### config.mk
export PLATFORM = sky130hd
export DESIGN_NAME = vec_normalize
export DESIGN_NICKNAME = d
export VERILOG_FILES = /design/src/rtl/vec_normalize.sv
export SDC_FILE = /design/constraint.sdc
export NUM_CORES = 2
export LEC_CHECK = 0
export CORE_MARGIN = 10
export CORE_UTILIZATION = 45
export CTS_CLUSTER_SIZE = 14
export DETAILED_ROUTE_END_ITERATION = 16
export PLACE_DENSITY = 0.7
export SLEW_MARGIN = 40
export SYNTH_ARGS = -nofsm -noshare
export SYNTH_HDL_FRONTEND = slang
export SYNTH_SLANG_ARGS = --single-unit
### constraint.sdc
create_clock -name clk -period 9.02 [get_ports clk]
set_clock_uncertainty 0.2 [all_clocks]
set_input_delay 1.804 -clock clk [delete_from_list [all_inputs] [get_ports clk]]
set_output_delay 1.804 -clock clk [all_outputs]
set_load 0.03 [all_outputs]
### src/rtl/vec_normalize.sv
// vec_normalize: scales a complex 2-element column to unit norm (x*10^8/norm_in)
// using one shared restoring divider that produces one quotient bit per cycle.
module vec_normalize #(
  parameter int     QW    = 16,
  parameter longint SCALE = 100000000
) (
  input  logic               clk,
  input  logic               rst,
  input  logic               in_valid,
  output logic               in_ready,
  input  logic signed [27:0] real_1,
  input  logic signed [27:0] imag_1,
  input  logic signed [27:0] real_2,
  input  logic signed [27:0] imag_2,
  input  logic signed [55:0] norm_in,
  output logic               out_valid,
  input  logic               out_ready,
  output logic signed [27:0] q_real_1,
  output logic signed [27:0] q_imag_1,
  output logic signed [27:0] q_real_2,
  output logic signed [27:0] q_imag_2,
  output logic               div_zero,
  output logic               sat
);
  localparam int CW = $clog2(QW);
  typedef enum logic [2:0] {IDLE, LOAD, DIV, STORE, DONE} state_t;
  state_t             st_q, st_d;
  logic [1:0]         k_q, k_d;
  logic [CW-1:0]      cnt_q, cnt_d;
  logic [55:0]        rem_q, rem_d;
  logic [55+QW:0]     den_q, den_d;
  logic [QW-1:0]      quo_q, quo_d;
  logic signed [55:0] norm_q, norm_d;
  logic signed [27:0] x_q [4];
  logic signed [27:0] x_d [4];
  logic signed [27:0] qo_q [4];
  logic signed [27:0] qo_d [4];
  logic               dz_q, dz_d, sat_q, sat_d;
  logic signed [27:0] xk, mag, qv;
  logic [27:0]        ax;
  logic [55:0]        prod;
  logic               sat_k, ge, accept;
  assign accept    = in_valid & in_ready;
  assign in_ready  = (st_q == IDLE) & ~rst;
  assign out_valid = st_q == DONE;
  assign xk    = x_q[k_q];
  assign ax    = xk[27] ? 28'(-xk) : 28'(xk);
  assign prod  = 56'(ax) * 56'(SCALE);
  // Quotient would not fit in QW bits: clamp instead of dividing
  assign sat_k = {{QW{1'b0}}, prod} >= {norm_q, {QW{1'b0}}};
  assign ge    = {{QW{1'b0}}, rem_q} >= den_q;
  assign mag   = 28'(quo_q);
  assign qv    = xk[27] ? -mag : mag;
  assign q_real_1 = qo_q[0];
  assign q_imag_1 = qo_q[1];
  assign q_real_2 = qo_q[2];
  assign q_imag_2 = qo_q[3];
  assign div_zero = dz_q;
  assign sat      = sat_q;
  always_comb begin
    st_d   = st_q;
    k_d    = k_q;
    cnt_d  = cnt_q;
    rem_d  = rem_q;
    den_d  = den_q;
    quo_d  = quo_q;
    norm_d = norm_q;
    x_d    = x_q;
    qo_d   = qo_q;
    dz_d   = dz_q;
    sat_d  = sat_q;
    case (st_q)
      IDLE: if (accept) begin
        x_d[0] = real_1;
        x_d[1] = imag_1;
        x_d[2] = real_2;
        x_d[3] = imag_2;
        norm_d = norm_in;
        sat_d  = 1'b0;
        k_d    = 2'd0;
        dz_d   = norm_in[55] || norm_in == '0;
        st_d   = dz_d ? DONE : LOAD;
        if (dz_d) qo_d = '{default: '0};
      end
      LOAD: begin
        rem_d = prod;
        den_d = {{QW{1'b0}}, norm_q} << (QW - 1);
        cnt_d = CW'(QW - 1);
        quo_d = sat_k ? '1 : '0;
        sat_d = sat_q | sat_k;
        st_d  = sat_k ? STORE : DIV;
      end
      DIV: begin
        rem_d = ge ? rem_q - den_q[55:0] : rem_q;
        quo_d = {quo_q[QW-2:0], ge};
        den_d = den_q >> 1;
        cnt_d = cnt_q - 1'b1;
        st_d  = cnt_q == '0 ? STORE : DIV;
      end
      STORE: begin
        qo_d[k_q] = qv;
        k_d  = k_q + 2'd1;
        st_d = k_q == 2'd3 ? DONE : LOAD;
      end
      DONE: st_d = out_ready ? IDLE : DONE;
      default: st_d = IDLE;
    endcase
  end
  always_ff @(posedge clk) begin
    if (rst) begin
      st_q   <= IDLE;
      k_q    <= '0;
      cnt_q  <= '0;
      rem_q  <= '0;
      den_q  <= '0;
      quo_q  <= '0;
      norm_q <= '0;
      x_q    <= '{default: '0};
      qo_q   <= '{default: '0};
      dz_q   <= 1'b0;
      sat_q  <= 1'b0;
    end else begin
      st_q   <= st_d;
      k_q    <= k_d;
      cnt_q  <= cnt_d;
      rem_q  <= rem_d;
      den_q  <= den_d;
      quo_q  <= quo_d;
      norm_q <= norm_d;
      x_q    <= x_d;
      qo_q   <= qo_d;
      dz_q   <= dz_d;
      sat_q  <= sat_d;
    end
  end
endmodule

==> results_dict.tcl <==
set metrics [dict create \
    status "finished with violations" \
    violations "setup timing" \
    layout.nets 4966 \
    rrSetupSlack_ns -0.29 \
    stdcell_count 5265 \
    cts.sinks 430 \
    htreeDepth 2 \
    initial_core_util 0.456 \
    grtUsageTotal 0.235 \
    drt_iter0_drc 2425 \
    totalWireLength_um 99600 \
    ys_ff_latch 430 \
    cts-root-buf "clkbuf_16" \
    dp.cells 5154 \
    routedWlPerCell_um 18.9 \
    synth_most_common_cell "nand2_1" \
    worstMarginPinSlew_ns 0.886 \
    worstSkewPairLatency_ns 0.62 \
    vias 28400 \
    crit_required_ns 9.36 \
    vias_per_cell 5.40 \
    grt_pass1_wl_um 157000 \
    dieHeight_um 287 \
    drt_first_pass_iters 6 \
    syn-num-nets 4444 \
    grt-ovfl-total 0 \
    slew_headroom 0.404 \
    synth_warnings 0 \
    worstHoldPathType "register to register" \
    yosys_most_used_dff "dfxtp_1" \
    hold_depth 2 \
    syn_inst 3767 \
    gp_congestion 0.946 \
    yosysTopAreaCell "dfxtp_1" \
    core_um2 70400 \
    synth_edf_count 0 \
    drive_gt1_frac 0.155 \
    worst_path_most_repeated_cell "buf_4" \
    crit_path_start_kind "register" \
    clock_path_buffers 3 \
    endpoint_kind "register" \
    placementRows 97 \
    drc 0 \
    grt_start_max_net_pins 146 \
    grt_pass1_vias 28300 \
    drv_slew 0 \
    setup_violations 18 \
    worstPathArrival_ns 9.65 \
    min_period_ns 9.31 \
    fin_crit_sh 1.03 \
    cts_tree "done" \
    critPathMaxFanout 18 \
    io_buffer_count 287 \
    dp_hpwl_um 77300 \
    antennaDiodeCount 0 \
    ys_top_cells_by_area "dfxtp_1 27%, fa_1 14%, ha_1 11%, nand2_1 6.3%, inv_1 5.9%" \
    syn_area_per_cell_um2 8.52 \
    cts_buffers 48 \
    cts_hold_buf 0 \
    slowest_delay_ns 0.54 \
    antenna_found_initial 3 \
    fin_util 0.581 \
    path_clk_slew_ns 0.06 \
    max_cap_viol_count 0 \
    area_growth_pct 27.5 \
    slowest_stage "fa_1" \
    synthDistinctLibCells 87 \
    synthArstFlopShare 0 \
    yosysSeqAreaShare 0.268 \
    final.setup.worst_slack_ns -0.293 \
    max_freq_ghz 0.107 \
    hold_viol 0 \
    die_area_um2 82400 \
    grt_setup_unrepaired "true" \
    fin_tns_setup_ns -4.55 \
    ant_nets 0 \
    worstRegToRegCells 41 \
    synth_top_cells_by_count "543 x nand2_1, 501 x inv_1, 430 x dfxtp_1, 278 x ha_1, 275 x a21oi_1" \
    io_pins 288 \
    crit_type "register to register" \
    synthesis.area_um2 32100 \
    synth_top_area_frac 0.268 \
    fp.dieW_um 287 \
]
## registers in the layout (all words and copies together) (netlist names)
name and cells:
cnt_q 4, den_q 71, div_zero 1, k_q 2, norm_q 56, q_imag_1 27, q_imag_2 27, q_real_1 27
q_real_2 27, quo_q 16, rem_q 56, sat 1, st_q 3, x_q 112
## final cells by class
class,instances,area [um^2]
fillers,6326,29500
multi-input cells,2628,21600
flip-flops and latches,430,8610
repair buffers,676,5930
inverters,505,1900
clock buffers,59,1320
well taps,940,1180
clock inverters,27,388
## timing repair
| action | CTS | global route |
|---|---|---|
| pin swaps | 17 | 14 |
| endpoints found under the setup margin | 18 | 19 |
| buffers inserted | 18 | 6 |
| gates cloned | 0 | 0 |
| gates resized for setup | 34 | 44 |
## routing by layer
layer	track usage	vias to the layer above	routed length (um)
met5	0	-	24
met4	0.0563	4	2280
met3	0.0416	121	6690
met2	0.388	849	46400
met1	0.315	13700	44200
li1	-	13700	-
## path summary, 6_finish.rpt
kind,start,to
worst max register to register,k_q[0],st_q[0]
worst min-delay path,q_real_1[25],q_real_1[25]
worst max-delay path,k_q[0],st_q[0]
worst min register to register,q_real_1[25],q_real_1[25]
## cells by family (layout without fill, tap and decap cells)
family | after synthesis | in the layout | synth area share
XOR/XNOR | 169 | 169 | 0.0495
adder cells (fa/ha/maj) | 505 | 505 | 0.250
AO/OA/AOI/OAI | 810 | 810 | 0.164
AND/OR/NAND/NOR | 1114 | 1114 | 0.163
multiplexers | 30 | 30 | 0.0199
flip-flops | 430 | 430 | 0.268
buffers and inverters | 709 | 1267 | 0.0852
## stage by stage
stage          setup WS, ns  hold slack [ns]  area [um^2]
2_1_floorplan       0.00319            0.236        32500
3_3_place_gp         -0.417            0.239        38600
3_5_place_dp         -0.534            0.236        38600
4_1_cts              -0.323            0.256        40600
5_1_grt              -0.753            0.276        40900
6_report             -0.293            0.253        40900
## critical path, delay by kind of cell, from the launching register on
kind                     cells  cell delay, ns
buffers and inverters       11            1.27
flip-flops                   1            0.39
XOR/XNOR                     2            0.29
adder cells (fa/ha/maj)      8            3.21
AND/OR/NAND/NOR              8            1.71
multiplexers                 1            0.49
AO/OA/AOI/OAI               11            1.63
## layout by cell type (no fill, tap or decap), types with 11 or more instances in the layout
cell type / count
a211oi_1: 26
nor2_1: 199
a311oi_1: 16
nor3_1: 33
nand3b_1: 131
a21oi_1: 260
mux4_2: 27
o21a_1: 16
inv_2: 11
xnor2_2: 20
fa_1: 223
nor4_1: 28
o21ai_2: 11
ha_4: 19
o21bai_1: 19
nand3_1: 38
nand4_1: 32
o31ai_1: 48
dfxtp_1: 429
nand2b_1: 17
a22oi_1: 164
buf_4: 375
a31oi_1: 13
nor2b_1: 12
ha_1: 258
a21oi_2: 24
nand2_1: 540
clkbuf_16: 48
inv_1: 493
a21o_1: 67
xnor2_1: 85
o21ai_0: 71
clkdlybuf4s50_1: 286
and2_1: 14
xor2_1: 55
Power is left out: the tool's default activity adds up to more than one toggle a clock period on the data nets, which glitch-free logic cannot reach.
